File: src/rtl/noc_bridge_vc_rx_credit_return.sv
// NoC bridge Rx: per-VC flit FIFOs and credit-return offers to the local Tx.
// Optional idle-timeout offers are enabled by NOC_BRIDGE_RX_CRED_TIMEOUT_EN.
module noc_bridge_vc_rx_credit_return #(
    parameter int unsigned DataWidth       = 64,
    parameter int unsigned NumCred         = 8,
    parameter int unsigned ForceSendThresh = NumCred - 4,
    parameter int unsigned CredWidth       = $clog2(NumCred + 1)
) (
    input  logic                 clk_i,
    input  logic                 rst_ni,
    input  logic                 axis_in_tvalid_i,
    output logic                 axis_in_tready_o,
    input  logic [DataWidth:0]   axis_in_tdata_i,
    input  logic [CredWidth+1:0] axis_in_tuser_i,
    output logic                 req_valid_o,
    input  logic                 req_ready_i,
    output logic [DataWidth-1:0] req_data_o,
    output logic                 rsp_valid_o,
    input  logic                 rsp_ready_i,
    output logic [DataWidth-1:0] rsp_data_o,
    output logic                 rx_cred_valid_o,
    output logic                 rx_cred_hdr_o,
    output logic [CredWidth-1:0] rx_cred_o,
    output logic                 cred_ret_valid_o,
    input  logic                 cred_ret_ready_i,
    output logic                 cred_ret_hdr_o,
    output logic [CredWidth-1:0] cred_ret_o
);

    localparam int unsigned PtrW = (NumCred > 1) ? $clog2(NumCred) : 1;
    localparam logic [CredWidth-1:0] Thresh = CredWidth'(ForceSendThresh);
    localparam logic [CredWidth-1:0] Depth  = CredWidth'(NumCred);

    typedef enum logic {
        IDLE  = 1'b0,
        OFFER = 1'b1
    } state_e;

    logic                           in_dval;
    logic                           in_dhdr;
    logic                           in_chdr;
    logic [CredWidth-1:0]           in_cred;
    logic                           accept;
    logic [1:0]                     full;
    logic [1:0]                     empty;
    logic [1:0]                     push;
    logic [1:0]                     pop;
    logic [1:0]                     out_ready;
    logic [1:0][DataWidth-1:0]      head;
    logic [1:0][CredWidth-1:0]      pend_q;
    logic [1:0][CredWidth-1:0]      pend_d;
    state_e                         state_q;
    state_e                         state_d;
    logic                           cred_hdr_q;
    logic                           cred_hdr_d;
    logic [CredWidth-1:0]           cred_ret_q;
    logic [CredWidth-1:0]           cred_ret_d;
    logic                           rx_valid_q;
    logic                           rx_hdr_q;
    logic [CredWidth-1:0]           rx_cred_q;
    logic                           trigger;
    logic                           timeout;
    logic                           sel;

    assign in_dval   = axis_in_tuser_i[CredWidth+1];
    assign in_chdr   = axis_in_tuser_i[CredWidth];
    assign in_cred   = axis_in_tuser_i[CredWidth-1:0];
    assign in_dhdr   = axis_in_tdata_i[DataWidth];
    assign out_ready = {rsp_ready_i, req_ready_i};

    // Credit-only packets never touch a FIFO, so they are always taken.
    assign axis_in_tready_o = ~in_dval | ~full[in_dhdr];
    assign accept           = axis_in_tvalid_i & axis_in_tready_o;

    for (genvar v = 0; v < 2; v++) begin : g_vc
        logic [DataWidth-1:0] mem_q [NumCred];
        logic [PtrW-1:0]      wptr_q;
        logic [PtrW-1:0]      rptr_q;
        logic [CredWidth-1:0] cnt_q;

        assign full[v]  = (cnt_q == Depth);
        assign empty[v] = (cnt_q == '0);
        assign push[v]  = accept & in_dval & (in_dhdr == 1'(v));
        assign pop[v]   = ~empty[v] & out_ready[v];
        assign head[v]  = empty[v] ? '0 : mem_q[rptr_q];

        always_ff @(posedge clk_i or negedge rst_ni) begin
            if (!rst_ni) begin
                wptr_q <= '0;
                rptr_q <= '0;
                cnt_q  <= '0;
            end else begin
                if (push[v]) begin
                    wptr_q <= (wptr_q == PtrW'(NumCred - 1)) ? '0 : wptr_q + PtrW'(1);
                end
                if (pop[v]) begin
                    rptr_q <= (rptr_q == PtrW'(NumCred - 1)) ? '0 : rptr_q + PtrW'(1);
                end
                cnt_q <= cnt_q + CredWidth'(push[v]) - CredWidth'(pop[v]);
            end
        end

        always_ff @(posedge clk_i) begin
            if (push[v]) begin
                mem_q[wptr_q] <= axis_in_tdata_i[DataWidth-1:0];
            end
        end

`ifndef SYNTHESIS
        a_budget: assert property (@(posedge clk_i) disable iff (!rst_ni)
            ({1'b0, pend_q[v]} + {1'b0, cnt_q}) <= {1'b0, Depth});
`endif
    end

    assign req_valid_o = ~empty[0];
    assign req_data_o  = head[0];
    assign rsp_valid_o = ~empty[1];
    assign rsp_data_o  = head[1];

    always_ff @(posedge clk_i or negedge rst_ni) begin
        if (!rst_ni) begin
            rx_valid_q <= 1'b0;
            rx_hdr_q   <= 1'b0;
            rx_cred_q  <= '0;
        end else begin
            rx_valid_q <= accept;
            if (accept) begin
                rx_hdr_q  <= in_chdr;
                rx_cred_q <= in_cred;
            end
        end
    end

    assign rx_cred_valid_o = rx_valid_q;
    assign rx_cred_hdr_o   = rx_hdr_q;
    assign rx_cred_o       = rx_cred_q;

`ifdef NOC_BRIDGE_RX_CRED_TIMEOUT_EN
    logic [4:0] tmr_q;
    logic [4:0] tmr_d;

    assign timeout = tmr_q[4] & ((|pend_q[0]) | (|pend_q[1]));

    always_comb begin
        tmr_d = tmr_q;
        if ((state_q == IDLE) && trigger) begin
            tmr_d = '0;
        end else if (!tmr_q[4]) begin
            tmr_d = tmr_q + 5'd1;
        end
    end

    always_ff @(posedge clk_i or negedge rst_ni) begin
        if (!rst_ni) begin
            tmr_q <= '0;
        end else begin
            tmr_q <= tmr_d;
        end
    end
`else
    assign timeout = 1'b0;
`endif

    // Ties go to the response VC.
    assign sel     = (pend_q[1] >= pend_q[0]);
    assign trigger = (pend_q[0] >= Thresh) | (pend_q[1] >= Thresh) | timeout;

    always_comb begin
        state_d    = state_q;
        cred_ret_d = cred_ret_q;
        cred_hdr_d = cred_hdr_q;
        pend_d[0]  = pend_q[0] + CredWidth'(pop[0]);
        pend_d[1]  = pend_q[1] + CredWidth'(pop[1]);
        unique case (state_q)
            IDLE: begin
                if (trigger) begin
                    state_d      = OFFER;
                    cred_hdr_d   = sel;
                    cred_ret_d   = pend_q[sel];
                    pend_d[sel]  = CredWidth'(pop[sel]);
                end
            end
            OFFER: begin
                if (cred_ret_ready_i) begin
                    state_d    = IDLE;
                    cred_ret_d = '0;
                    cred_hdr_d = 1'b0;
                end
            end
            default: state_d = IDLE;
        endcase
    end

    always_ff @(posedge clk_i or negedge rst_ni) begin
        if (!rst_ni) begin
            state_q    <= IDLE;
            pend_q     <= '0;
            cred_ret_q <= '0;
            cred_hdr_q <= 1'b0;
        end else begin
            state_q    <= state_d;
            pend_q     <= pend_d;
            cred_ret_q <= cred_ret_d;
            cred_hdr_q <= cred_hdr_d;
        end
    end

    assign cred_ret_valid_o = (state_q == OFFER);
    assign cred_ret_hdr_o   = cred_hdr_q;
    assign cred_ret_o       = cred_ret_q;

endmodule

File: config.mk
export PLATFORM = sky130hd
export DESIGN_NAME = noc_bridge_vc_rx_credit_return
export DESIGN_NICKNAME = d
export VERILOG_FILES = /design/src/rtl/noc_bridge_vc_rx_credit_return.sv
export SDC_FILE = /design/constraint.sdc
export NUM_CORES = 1
export LEC_CHECK = 0
export CAP_MARGIN = 20
export CORE_ASPECT_RATIO = 1.5
export CORE_MARGIN = 4
export CORE_UTILIZATION = 64
export DETAILED_ROUTE_END_ITERATION = 8
export GPL_ROUTABILITY_DRIVEN = 0
export PLACE_DENSITY_LB_ADDON = 0.1
export SYNTH_ARGS = -nofsm -noshare
export SYNTH_HDL_FRONTEND = slang
export SYNTH_SLANG_ARGS = --single-unit
File: constraint.sdc
create_clock -name clk_i -period 12.6 [get_ports clk_i]
set_input_delay 2.52 -clock clk_i [delete_from_list [all_inputs] [get_ports clk_i]]
set_output_delay 2.52 -clock clk_i [all_outputs]
set_load 0.02 [all_outputs]
; ---- Word-level counts from Yosys, hierarchy flattened
; Memories as Yosys holds them, arrays and structs flattened.
; Index checks and enable logic that the tools add are counted.
[op_classes]
n_reduce_logical = 4
add_sub_neg = 10
bitwise = 14
eq_ne = 8
order_cmp = 6
muxes = 30
[ops]
columns = op, count
row1 = $mux 64, 2
row2 = $mux 4, 5
row3 = $add 4x1->4, 4
row4 = $mux 8, 2
row5 = $add 3x1->3 const B, 4
row6 = $eq 3x3->1 const B, 4
row7 = $mux 1, 12
row8 = $mux 3, 4
row9 = $bwmux 8, 1
row10 = $eq 4x4->1 const B, 2
row11 = $ge 4x3->1 const B, 2
row12 = $logic_not 4->1, 2
row13 = $pmux 4 s2, 1
row14 = $sub 4x1->4, 2
row15 = $and 1x1->1, 6
row16 = $not 1->1, 6
row17 = $demux 4 s1, 1
row18 = $ge 4x4->1, 1
row19 = $lt 1x2->1 const B, 2
row20 = $ne 2x2->1 const B, 2
row21 = $pmux 1 s2, 2
row22 = $or 1x1->1, 2
row23 = $reduce_and 2->1, 1
row24 = $ge 1x1->1 const B, 1
row25 = $logic_and 1x1->1, 1
[word_totals]
register_bits = 40
input_bits = 77
out_inout_bits = 143
mem_bits_rw = 1024
word_cells = 88
memories = 2
[memory_table]
columns = memory, depth, word_bits, rd, rd_ports_with_merged_regs, wr, line_no
row1 = g_vc[0].mem_q, 8, 64, 1, 0, 1, 76  ; logic [DataWidth-1:0] mem_q [NumCred];
row2 = g_vc[1].mem_q, 8, 64, 1, 0, 1, 76

; ---- Longest topological paths before layout
; Gate-level depths: netlist of the first run.
[depth]
depth_word = 10
depth_mapped = 12
mapped_depth_nobuf = 11

; ---- Least setup slack after synthesis of the first run
; Ideal clock, no wire load.
[synth_path]
path_type = input-to-reg
start = in axis_in_tdata_i[64]
end = mem g_vc[0].mem_q[2][0], enable pin
path_slack_ns = 2.221
setup_ns = 0.666
arrival_ns = 9.713
path_buffers = 0
cell_stages = 4
t_required_ns = 11.934
path_cell_list = nor2_1 > and3_1 > or3_4 > nor4b_1
[synth_between]
elab_chain_cells = 9
word_cells_on_any_way = 10
classes_between = mux: 4 / bitwise: 6
[synth_lines]
columns = element, line_no
row1 = "start, declared", 13  ; input logic [DataWidth:0] axis_in_tdata_i,
row2 = $mux 1 (not written as such) (2 in a row), 72  ; assign axis_in_tready_o = ~in_dval | ~full[in_dhdr];
row3 = $not 1->1, 72
row4 = $or 1x1->1, 72
row5 = $and 1x1->1, 73  ; assign accept = axis_in_tvalid_i & axis_in_tready_o;
row6 = $and 1x1->1, 83  ; assign push[v] = accept & in_dval & (in_dhdr == 1'(v));
row7 = $and 1x1->1 (*), 83
row8 = $mux 1 (*), 104  ; if (push[v]) begin
row9 = $mux 1 (not written as such) (*), 105  ; mem_q[wptr_q] <= axis_in_tdata_i[DataWidth-1:0];
row10 = "end, declared", 76
; Mark *: on every way between the ends. The rest lies on a longest branch, timed or not. The select of a mux whose other input is x is not followed.

; ---- Final worst setup path of the first run
[layout_path]
start = in axis_in_tdata_i[64]
end = out axis_in_tready_o
[layout_between]
elab_chain_cells = 4
[layout_lines]
columns = element, line_no
row1 = $mux 1 (not written as such) (2 in a row), 72
row2 = $not 1->1, 72
row3 = $or 1x1->1, 72
row4 = "end, declared", 12  ; output logic axis_in_tready_o,
; No other way between the ends. The select of a mux whose other input is x is not followed.

==> results of run 1 <==
-- per-stage QoR --
step           util (%)  std cells
2_1_floorplan         -       1838
3_3_place_gp      69.56       2813
3_5_place_dp      69.56       2813
4_1_cts           74.29       2981
5_1_grt           74.34       2983
6_report          74.35       2984
-- state kept, by name (all words and copies together) (netlist names) --
name              flops
cred_ret_o            4
rx_cred_hdr_o         1
g_vc.mem_q         1024
cred_ret_valid_o      1
rx_cred_o             4
pend_q                8
rx_cred_valid_o       1
cred_ret_hdr_o        1
g_vc.rptr_q           6
g_vc.cnt_q            8
g_vc.wptr_q           6
-- synth_stat cells, drive strengths merged, types with 4 or more instances --
cell,count,area (um^2)
nand4,4,25.02
xnor2,4,35.03
nor3,9,56.31
and2,5,31.28
nor2,144,540.5
dfrtp,40,1001
buf,61,420.4
nand2,13,48.80
nand2b,4,25.02
xor2,4,35.03
nand3,6,30.03
mux4,256,5766
edfxtp,1024,30750
mux2,15,168.9
mux2i,128,1281
o21ai,6,30.02
clkbuf,28,105.1
inv,27,101.3
nor2b,4,25.02
ha,26,325.3
-- path summary, 6_finish.rpt --
path / cells past startpoint / endpoint
worst min-delay path: 1 / rx_cred_o[3]$_DFFE_PN0N_
worst min register to register: 1 / rx_cred_o[3]$_DFFE_PN0N_
worst max-delay path: 5 / axis_in_tready_o
worst max register to register: 7 / g_vc[0].mem_q[5][15]$_DFFE_PP_
min in group asynchronous: 1 / rx_cred_valid_o$_DFF_PN0_
max in group asynchronous: 1 / g_vc[0].rptr_q[0]$_DFFE_PN0P_
-- cells in the final DEF (no fill, tap or decap), drive strengths merged, types with 5 or more instances in the layout --
cell type,n
mux2i,128
clkinvlp,6
mux4,256
mux2,15
clkdlybuf4s50,218
buf,42
ha,26
nand2,13
nor3,9
o21ai,6
inv,31
nand3,6
edfxtp,1024
clkbuf,110
clkinv,37
nor2,144
bufinv,11
and2,5
dfrtp,40
-- cell type report --
cell class | instances | area share (%)
Sequential cell | 1064 | 67.32
Multi-Input combinational cell | 658 | 18.62
Timing Repair Buffer | 260 | 5.329
Clock buffer | 110 | 5.132
Tap cell | 805 | 2.134
Clock inverter | 58 | 1.235
Inverter | 27 | 0.2147
Antenna cell | 2 | 0.01060
-- routing by layer --
metal / GRT usage [%] / vias to the layer above
met5: 0 / -
met4: 8.303 / 6
met3: 3.942 / 145
met2: 45.66 / 824
met1: 35.36 / 10268
li1: - / 8126
-- report_power, final --
group	total, mW	switching (mW)	internal, mW
Clock	2.82	1.22	1.60
Sequential	4.35	0.278	4.07
Combinational	3.59	1.86	1.74
-- logic make-up (layout without fill, tap and decap cells) --
family | after synthesis | in the layout | share of synthesized area (%)
other cells | 0 | 2 | 0
xor+xnor | 8 | 8 | 0.1706
mux | 399 | 399 | 17.57
flops | 1064 | 1064 | 77.32
compound gates | 21 | 21 | 0.3473
fa+ha+maj | 28 | 28 | 0.8897
simple gates | 202 | 202 | 2.179
buf+inv | 116 | 455 | 1.526
==> load_flow_metrics.sql, run 1 <==
INSERT INTO impl_metrics (metric_group, metric, value, unit) VALUES
('drt', 'drtAntennaViolNets', '0', ''),
('power', 'power.density', '228.1', 'mW/mm^2'),
('grt', 'grt_pass1_wl', '133200', 'um'),
('hold_path', 'hp-class', 'flip-flop to flip-flop', ''),
('synth', 'yosysWarningCount', '0', ''),
('critical_path', 'cells_along_the_critical_path', 'clkdlybuf4s50_1 -> and3b_1 -> and2_1 -> o21ai_0 -> clkdlybuf4s50_1', ''),
('placed_design', 'dp_hpwl', '47380', 'um'),
('synth', 'synth_fp_nets', '1943', ''),
('clocking', 'cts_root_buf', 'sky130_fd_sc_hd__clkbuf_16', ''),
('clocking', 'tritoncts_clock_tree', 'yes', ''),
('floorplanning', 'floorplan.die_area', '0.06837', 'mm^2'),
('sta', 'period_needed', '6.813', 'ns'),
('layout', 'area_growth', '14.93', '%'),
('clocking', 'clock_sink_count', '1064', ''),
('grt', 'grtUsageTotal', '26.37', '%'),
('floorplanning', 'die_height', '318.2', 'um'),
('critical_path', 'required_time_reported_for_the_critical_path_endpoint', '10.08', 'ns'),
('clocking', 'cts_resized', '0', ''),
('placed_design', 'placement.io_buffers', '219', ''),
('drt', 'met3WireLength', '6404', 'um'),
('floorplanning', 'row_count', '113', ''),
('clocking', 'clock_tree.buffer_depth', '3', ''),
('critical_path', 'critPathCaptureType', 'output port', ''),
('drt', 'totalWireLength', '88500', 'um'),
('drt', 'number_of_iterations_in_the_first_detailed_routing_pass', '5', ''),
('sta', 'timing.final.max_slew_violations', '0', ''),
('clocking', 'cts_clk_pin_slew_worst_paths', '0.07', 'ns'),
('sta', 'grt_setup_unrepaired', 'false', ''),
('critical_path', 'timing.critical_path.max_delay_family', 'buffers and inverters', ''),
('grt', 'first_global_vias', '20513', ''),
('synth', 'post_synth_inst_count', '1838', ''),
('drt', 'wl_met1', '32870', 'um'),
('sta', 'clock_tree_skew_after_final_layout', '0.01738', 'ns'),
('critical_path', 'timing.critical_path.arrival', '4.29', 'ns'),
('sta', 'achievable-frequency', '0.1468', 'GHz'),
('synth', 'async_flop_share', '3.759', '%'),
('drt', 'detailroute.via_count', '19369', ''),
('synth', 'synth-seq-area-share', '77.32', '%'),
('floorplanning', 'die_width', '214.8', 'um'),
('drt', 'drcViolationCount', '0', ''),
('layout', 'postLayoutCellArea', '0.04720', 'mm^2'),
('critical_path', 'cpMaxStageDelayCell', 'sky130_fd_sc_hd__clkdlybuf4s50_1', ''),
('critical_path', 'reg2reg_from', 'g_vc[0].cnt_q[1]$_DFF_PN0_', ''),
('drt', 'route.detailed.vias_per_inst', '6.491', ''),
('critical_path', 'worstSetupStartpointType', 'input port', ''),
('synth', 'postSynthAreaPerCell', '22.34', 'um^2'),
('power', 'design_power_total', '10.76', 'mW'),
('synth', 'synth_flop_cell', 'sky130_fd_sc_hd__edfxtp_1', ''),
('status', 'run_status', 'finished, final reports clean', ''),
('critical_path', 'slack_of_the_worst_reg_to_reg_path', '8.88', 'ns'),
('sta', 'tightestPinTransition', '1.104', 'ns'),
('clocking', 'clock_latency', '0.64', 'ns'),
('sta', 'fin_tns_setup', '0', 'ns'),
('drt', 'drt_first_iter_violations', '1911', ''),
('sta', 'timing.final.hold_violations', '0', ''),
('critical_path', 'timing.setup.critical_path_class', 'input port to output port', ''),
('placed_design', 'dpl_cell_area', '0.04416', 'mm^2'),
('layout', 'area_of_combinational_cells_with_multiple_inputs', '0.008790', 'mm^2'),
('critical_path', 'slowest_delay', '0.66', 'ns'),
('grt', 'global_route.overflow_total', '0', ''),
('sta', 'worst_slew_margin', '26.30', '%'),
('drt', 'route.top_layer_used', 'met5', ''),
('power', 'vdd_drop_max', '0.2094', 'mV'),
('grt', 'grt_max_degree', '70', ''),
('grt', 'grt_antenna_before_repair', '4', ''),
('clocking', 'post-cts-setup-buffers', '0', ''),
('hold_path', 'worst_hold_startpoint', 'rx_cred_o[3]$_DFFE_PN0N_', ''),
('clocking', 'number_of_buffers_created_by_cts', '93', ''),
('layout', 'drive_gt1_share', '21.68', '%'),
('layout', 'sequential_cell_area', '0.03177', 'mm^2'),
('critical_path', 'setup.worst_path.start', 'axis_in_tdata_i[64]', '');
Power figures use the tool's default switching activity.
==> inputs of run 2 (changes only) <==
Settings changed: CORE_UTILIZATION 64 to 60.
Clock period 12.6 ns to 6.4 ns, I/O delays scaled along.
==> run 2 against run 1 <==
  * Total power up 97%
  * Via count fell by 1.4%
  * Core utilization shrank 4.2 points
  * Clock skew fell by 0.0060 ns
  * Sequential cell count unchanged
  * Final cell count is 3.1% higher
  * Clock-buffer cell count increased by 3
  * First-iteration DRC count decreased by 4.2%
  * Sequential power rose by 97%
==> load_flow_metrics.sql, run 2 (synthesized netlist as in run 1, its figures left out) <==
INSERT INTO impl_metrics (metric_group, metric, value, unit) VALUES
('drt', 'route.detailed.vias_per_inst', '6.205', ''),
('drt', 'detailroute.via_count', '19093', ''),
('drt', 'number_of_iterations_in_the_first_detailed_routing_pass', '5', ''),
('critical_path', 'timing.setup.critical_path_class', 'flip-flop to output port', ''),
('power', 'vdd_drop_max', '0.4175', 'mV'),
('clocking', 'postCtsHoldBufs', '0', ''),
('floorplanning', 'die_width', '221.6', 'um'),
('clocking', 'cts_clk_pin_slew_worst_paths', '0.06', 'ns'),
('clocking', 'number_of_buffers_created_by_cts', '94', ''),
('layout', 'drive_gt1_share', '21.77', '%'),
('critical_path', 'cpMaxStageDelayCell', 'sky130_fd_sc_hd__dfrtp_4', ''),
('drt', 'drt_first_iter_violations', '1830', ''),
('layout', 'area_growth', '15.99', '%'),
('grt', 'grt_pass1_wl', '130100', 'um'),
('clocking', 'clock_sink_count', '1064', ''),
('layout', 'largest_registers', 'g_vc.mem_q (1024), g_vc.cnt_q (8), pend_q (8)', ''),
('clocking', 'cts_root_buf', 'sky130_fd_sc_hd__clkbuf_16', ''),
('clocking', 'tritoncts_clock_tree', 'yes', ''),
('critical_path', 'cells_along_the_critical_path', 'buf_12 -> mux4_2 -> mux2i_1 -> nor2_1 -> clkdlybuf4s50_1', ''),
('floorplanning', 'die_height', '328.4', 'um'),
('sta', 'timing.final.hold_violations', '0', ''),
('sta', 'setup_viol_count_final', '0', ''),
('critical_path', 'worstPathBufferInverterCount', '2', ''),
('sta', 'achievable-frequency', '0.2037', 'GHz'),
('hold_path', 'hp-class', 'flip-flop to flip-flop', ''),
('critical_path', 'worstSetupStartpointType', 'flip-flop', ''),
('layout', 'final_cells', '3077', ''),
('sta', 'timing.final.max_slew_violations', '0', ''),
('placed_design', 'place_inst', '2895', ''),
('critical_path', 'timing.critical_path.arrival', '3.63', 'ns'),
('sta', 'grt_setup_unrepaired', 'false', ''),
('sta', 'period_needed', '4.909', 'ns'),
('clocking', 'clock_tree.buffer_depth', '3', ''),
('drt', 'drtAntennaViolNets', '0', ''),
('clocking', 'post-cts-setup-buffers', '0', ''),
('clocking', 'clock_latency', '0.66', 'ns'),
('drt', 'detail_route.wl_per_cell', '27.86', 'um'),
('clocking', 'cts_resized', '0', ''),
('layout', 'largest_register_ff_count', '1024', ''),
('grt', 'first_global_vias', '20458', ''),
('placed_design', 'placement.io_buffers', '219', ''),
('grt', 'grt_max_degree', '81', ''),
('grt', 'grtUsageTotal', '23.96', '%'),
('placed_design', 'dpl_cell_area', '0.04451', 'mm^2'),
('status', 'run_status', 'finished, final reports clean', ''),
('drt', 'drcViolationCount', '0', ''),
('floorplanning', 'row_count', '117', ''),
('layout', 'postLayoutCellArea', '0.04763', 'mm^2'),
('grt', 'grt_antenna_before_repair', '2', ''),
('flow_run', 'max-cap-violations', '0', ''),
('sta', 'fin_tns_setup', '0', 'ns'),
('sta', 'layout_worst_path_cycle_share', '76.70', '%'),
('clocking', 'htree_levels', '3', ''),
('floorplanning', 'core_region_area', '0.06793', 'mm^2'),
('floorplanning', 'start_util', '60.46', '%'),
('sta', 'tightestPinTransition', '1.047', 'ns'),
('layout', 'largest-register', 'g_vc.mem_q', ''),
('placed_design', 'pre_cts_ws', '2.046', 'ns'),
('sta', 'clock_tree_skew_after_final_layout', '0.01135', 'ns'),
('power', 'power.leakage', '15.60', 'nW'),
('layout', 'num-nets-final', '2206', ''),
('sta', 'final.setup.worst_slack', '1.491', 'ns'),
('layout', 'mostFrequentLayoutCell', 'sky130_fd_sc_hd__edfxtp_1', ''),
('power', 'power.density', '446.3', 'mW/mm^2'),
('placed_design', 'dp_hpwl', '46070', 'um'),
('floorplanning', 'number_of_top_level_pins', '220', ''),
('critical_path', 'required_time_reported_for_the_critical_path_endpoint', '5.12', 'ns'),
('critical_path', 'critical_path.max_fanout', '57', ''),
('floorplanning', 'floorplan.die_area', '0.07278', 'mm^2'),
('critical_path', 'slowest_delay', '0.91', 'ns'),
('critical_path', 'timing.critical_path.max_delay_family', 'buffers and inverters', ''),
('drt', 'totalWireLength', '85720', 'um'),
('sta', 'worst_slew_margin', '30.22', '%'),
('critical_path', 'critPathCaptureType', 'output port', ''),
('layout', 'layout_common_cells', 'sky130_fd_sc_hd__edfxtp_1 (1,024), sky130_fd_sc_hd__mux4_2 (256), sky130_fd_sc_hd__clkdlybuf4s50_1 (218)', ''),
('grt', 'global_route.overflow_total', '0', '');
[run 2: cell count changes in the layout (fill, tap and decap cells not counted), moves of 3 or more]
cell	change
sky130_fd_sc_hd__buf_12	+16
sky130_fd_sc_hd__buf_4	-22
sky130_fd_sc_hd__clkbuf_16	+3
sky130_fd_sc_hd__clkinv_2	+6
sky130_fd_sc_hd__nor3_2	-3
sky130_fd_sc_hd__nor3_4	+3
[run 2: layer usage]
metal	routed length, um	vias up	track usage [%]
met1	32950	10288	31.65
li1	-	8112	-
met3	4803	114	3.642
met5	0	-	0
met4	1842	0	6.650
met2	46120	579	42.43
[run 2: layout make-up]
class                      count  area, um^2
inverter                      27       101.3
tap                          892        1116
multi-input combinational    658        8845
clock buffer                 113        2487
antenna                        3       7.507
clock inverter                64       578.1
timing repair buffer         256        2725
fill                        4163       20290
sequential                  1064       31770
[run 2: where the power goes]
part | leakage, nW | internal [mW] | switching [mW]
Sequential | 9.70 | 8.01 | 0.567
Clock | 1.49 | 3.18 | 2.43
Combinational | 4.40 | 3.45 | 3.61
[run 2: final timing paths]
check	startpoint	endpoint	slack, ns	cells after the start
worst min register to register	rx_cred_o[0]$_DFFE_PN0N_	rx_cred_o[0]$_DFFE_PN0N_	0.50	1
worst max-delay path	g_vc[1].rptr_q[0]$_DFFE_PN0P_	rsp_data_o[49]	1.49	5
max in group asynchronous	rst_ni	g_vc[0].rptr_q[1]$_DFFE_PN0P_	4.94	1
worst max register to register	g_vc[1].cnt_q[1]$_DFF_PN0_	g_vc[1].cnt_q[2]$_DFF_PN0_	3.18	9
worst min-delay path	rx_cred_o[0]$_DFFE_PN0N_	rx_cred_o[0]$_DFFE_PN0N_	0.50	1
min in group asynchronous	rst_ni	rx_cred_o[3]$_DFFE_PN0N_	0.77	1
[run 2: through the flow]
stage | hold WS, ns | util, % | power [mW]
after floorplan | 0.5393 | - | 13.14
after global placement | 0.4929 | 65.48 | 15.78
after detailed placement | 0.4955 | 65.52 | 15.89
after CTS | 0.5065 | 70.03 | 21.51
after global routing | 0.5262 | 70.11 | 22.22
final | 0.5046 | 70.13 | 21.26
==> inputs of run 3 (changes only) <==
Settings changed: CORE_UTILIZATION 60 to 54.
Clock period 6.4 ns to 3.9 ns, I/O delays scaled along.
==> run 3 against run 2 <==
  * Die area rose by 11%
  * Register-to-register slack got worse by 2.5 ns
  * Critical path type unchanged
  * Clock-buffer cell count rose by 5
  * Sequential cell count did not move
==> load_flow_metrics.sql, run 3 (synthesized netlist as in run 1, its figures left out) <==
INSERT INTO impl_metrics (metric_group, metric, value, unit) VALUES
('status', 'run_status', 'finished, final reports clean', ''),
('drt', 'route.top_layer_used', 'met4', ''),
('grt', 'first_global_vias', '20718', ''),
('critical_path', 'required_time_reported_for_the_critical_path_endpoint', '3.12', 'ns'),
('grt', 'grt_max_degree', '65', ''),
('power', 'power.density', '735.5', 'mW/mm^2'),
('drt', 'drcViolationCount', '0', ''),
('floorplanning', 'floorplan.die_area', '0.08061', 'mm^2'),
('critical_path', 'critical_path.max_fanout', '7', ''),
('layout', 'postLayoutCellArea', '0.04839', 'mm^2'),
('clocking', 'tritoncts_clock_tree', 'yes', ''),
('clocking', 'clock_latency', '0.65', 'ns'),
('clocking', 'clock_sink_count', '1064', ''),
('layout', 'layout_common_cells', 'sky130_fd_sc_hd__edfxtp_1 (1,024), sky130_fd_sc_hd__mux4_2 (256), sky130_fd_sc_hd__clkdlybuf4s50_1 (218)', ''),
('floorplanning', 'core_region_area', '0.07526', 'mm^2'),
('clocking', 'number_of_buffers_created_by_cts', '96', ''),
('drt', 'drtAntennaViolNets', '0', ''),
('drt', 'totalWireLength', '88040', 'um'),
('grt', 'global_route.overflow_total', '0', ''),
('layout', 'mostFrequentLayoutCell', 'sky130_fd_sc_hd__edfxtp_1', ''),
('sta', 'fin_tns_setup', '0', 'ns'),
('layout', 'num-nets-final', '2253', ''),
('critical_path', 'worstPathBufferInverterCount', '2', ''),
('flow_run', 'max-cap-violations', '0', ''),
('critical_path', 'slowest_delay', '0.60', 'ns'),
('power', 'clock_power_share', '26.3', '%'),
('floorplanning', 'die_width', '233.2', 'um'),
('power', 'share_comb_of_total_power', '35.1', '%'),
('placed_design', 'dpl_cell_area', '0.04514', 'mm^2'),
('placed_design', 'placement.io_buffers', '219', ''),
('critical_path', 'timing.setup.critical_path_class', 'flip-flop to output port', ''),
('sta', 'period_needed', '3.772', 'ns'),
('critical_path', 'critical_path_cell_count', '5', ''),
('floorplanning', 'start_util', '54.57', '%'),
('layout', 'final.fill_count', '5068', ''),
('sta', 'worst_slew_margin', '36.41', '%'),
('layout', 'largest_register_ff_count', '1024', ''),
('power', 'sequential_power_share', '38.7', '%'),
('power', 'power.leakage', '15.94', 'nW'),
('layout', 'largest-register', 'g_vc.mem_q', ''),
('clocking', 'htree_levels', '3', ''),
('drt', 'drt_first_iter_violations', '1537', ''),
('critical_path', 'worstSetupStartpointType', 'flip-flop', ''),
('critical_path', 'critPathCaptureType', 'output port', ''),
('critical_path', 'cells_along_the_critical_path', 'buf_4 -> mux4_2 -> mux2i_1 -> nor2_1 -> clkdlybuf4s50_1', ''),
('power', 'power_report.internal_total', '24.60', 'mW'),
('drt', 'detail_route.wl_per_cell', '27.33', 'um'),
('clocking', 'clock_tree.buffer_depth', '3', ''),
('sta', 'achievable-frequency', '0.2651', 'GHz'),
('hold_path', 'hp-class', 'input port to asynchronous set/reset pin', ''),
('floorplanning', 'die_height', '345.7', 'um'),
('grt', 'grt_pass1_wl', '132200', 'um'),
('sta', 'setup_viol_count_final', '0', ''),
('power', 'p_sw_share', '30.89', '%'),
('critical_path', 'cpMaxStageDelayCell', 'sky130_fd_sc_hd__clkdlybuf4s50_1', ''),
('drt', 'met3WireLength', '3966', 'um'),
('drt', 'met2_length', '47070', 'um'),
('layout', 'drive_gt1_share', '23.68', '%'),
('drt', 'route.detailed.vias_per_inst', '5.906', ''),
('clocking', 'postCtsHoldBufs', '0', ''),
('drt', 'number_of_iterations_in_the_first_detailed_routing_pass', '5', ''),
('grt', 'grtUsageTotal', '22.14', '%'),
('drt', 'wl_met1', '35030', 'um'),
('floorplanning', 'number_of_top_level_pins', '220', ''),
('floorplanning', 'row_count', '123', ''),
('sta', 'grt_setup_unrepaired', 'false', ''),
('drt', 'detailroute.via_count', '19022', ''),
('grt', 'grt_antenna_before_repair', '0', ''),
('placed_design', 'dp_hpwl', '50540', 'um'),
('sta', 'clock_tree_skew_after_final_layout', '0.01847', 'ns'),
('critical_path', 'timing.critical_path.max_delay_family', 'multiplexers', ''),
('clocking', 'cts_root_buf', 'sky130_fd_sc_hd__clkbuf_16', ''),
('clocking', 'cts_clk_pin_slew_worst_paths', '0.06', 'ns'),
('power', 'vdd_drop_max', '0.5285', 'mV'),
('sta', 'timing.final.hold_violations', '0', ''),
('sta', 'tightestPinTransition', '0.9539', 'ns'),
('layout', 'largest_registers', 'g_vc.mem_q (1024), g_vc.cnt_q (8), pend_q (8)', ''),
('layout', 'antenna_cells_inserted', '0', ''),
('sta', 'timing.final.max_slew_violations', '0', ''),
('critical_path', 'r2r.worst_path.cells', '11', ''),
('critical_path', 'timing.critical_path.arrival', '2.99', 'ns'),
('sta', 'layout_worst_path_cycle_share', '96.73', '%'),
('power', 'netSwitchingPower', '10.99', 'mW'),
('layout', 'area_growth', '17.84', '%');
-- run 3: changes by cell type in the layout (fill, tap and decap cells not counted), moves of 4 or more --
cell	before	now
sky130_fd_sc_hd__buf_4	18	44
sky130_fd_sc_hd__buf_12	16	36
sky130_fd_sc_hd__clkinv_1	23	16
sky130_fd_sc_hd__clkinvlp_4	7	0
sky130_fd_sc_hd__nor2_1	140	134
sky130_fd_sc_hd__nor2_2	0	5
sky130_fd_sc_hd__clkinv_2	19	23
sky130_fd_sc_hd__inv_6	5	1
-- run 3: routing by layer --
| layer | GRT usage (%) | vias up |
|---|---|---|
| met5 | 0 | - |
| met4 | 6.078 | 0 |
| met3 | 3.148 | 108 |
| met2 | 38.88 | 448 |
| met1 | 29.19 | 10278 |
| li1 | - | 8188 |
-- run 3: power groups by stage --
stage                     logic (mW)  registers, mW  clock network [mW]
after detailed placement        12.5           14.1                   0
after global placement          12.3           14.1                   0
final                           12.5           13.8                9.35
after CTS                       12.6           13.8                9.58
after global routing            13.4           13.8                10.0
after floorplan                 7.93           13.7                   0
-- run 3: cell type report --
cell class                 instances  area (um^2)  share of cell area (%)
sequential                      1064        31770                   65.66
multi-input combinational        659         8896                   18.38
timing repair buffer             300         3266                   6.748
clock buffer                     118         2570                   5.311
tap                             1000         1251                   2.586
clock inverter                    53        535.5                   1.107
inverter                          27        101.3                  0.2094
-- run 3: metrics by stage --
stage	hold slack (ns)	cells	power (mW)	setup slack, ns	utilization (%)
floorplan	0.4844	1838	21.60	-0.9077	-
global placement	0.4860	3035	26.40	0.2782	59.98
detailed placement	0.4931	3035	26.55	0.2363	59.98
CTS	0.2725	3215	36.03	0.004462	64.21
global route	0.3561	3221	37.28	0.004816	64.30
finish	0.2889	3221	35.60	0.1276	64.30
-- run 3: what timing repair did --
action,CTS,global route
gates resized for setup,2,4
cloned,0,1
pin swaps,0,1
buffers inserted,9,5
endpoints found under the setup margin,67,27
-- run 3: worst paths after layout --
kind	start	endpoint	slack, ns
worst min-delay path	rst_ni	g_vc[1].cnt_q[2]$_DFF_PN0_	0.29
max in group asynchronous	rst_ni	g_vc[0].rptr_q[0]$_DFFE_PN0P_	2.89
worst min register to register	rx_cred_o[0]$_DFFE_PN0N_	rx_cred_o[0]$_DFFE_PN0N_	0.51
worst max-delay path	g_vc[1].rptr_q[0]$_DFFE_PN0P_	rsp_data_o[49]	0.13
min in group clk_i	rx_cred_o[0]$_DFFE_PN0N_	rx_cred_o[0]$_DFFE_PN0N_	0.51
worst max register to register	g_vc[0].cnt_q[2]$_DFF_PN0_	g_vc[0].cnt_q[2]$_DFF_PN0_	0.66
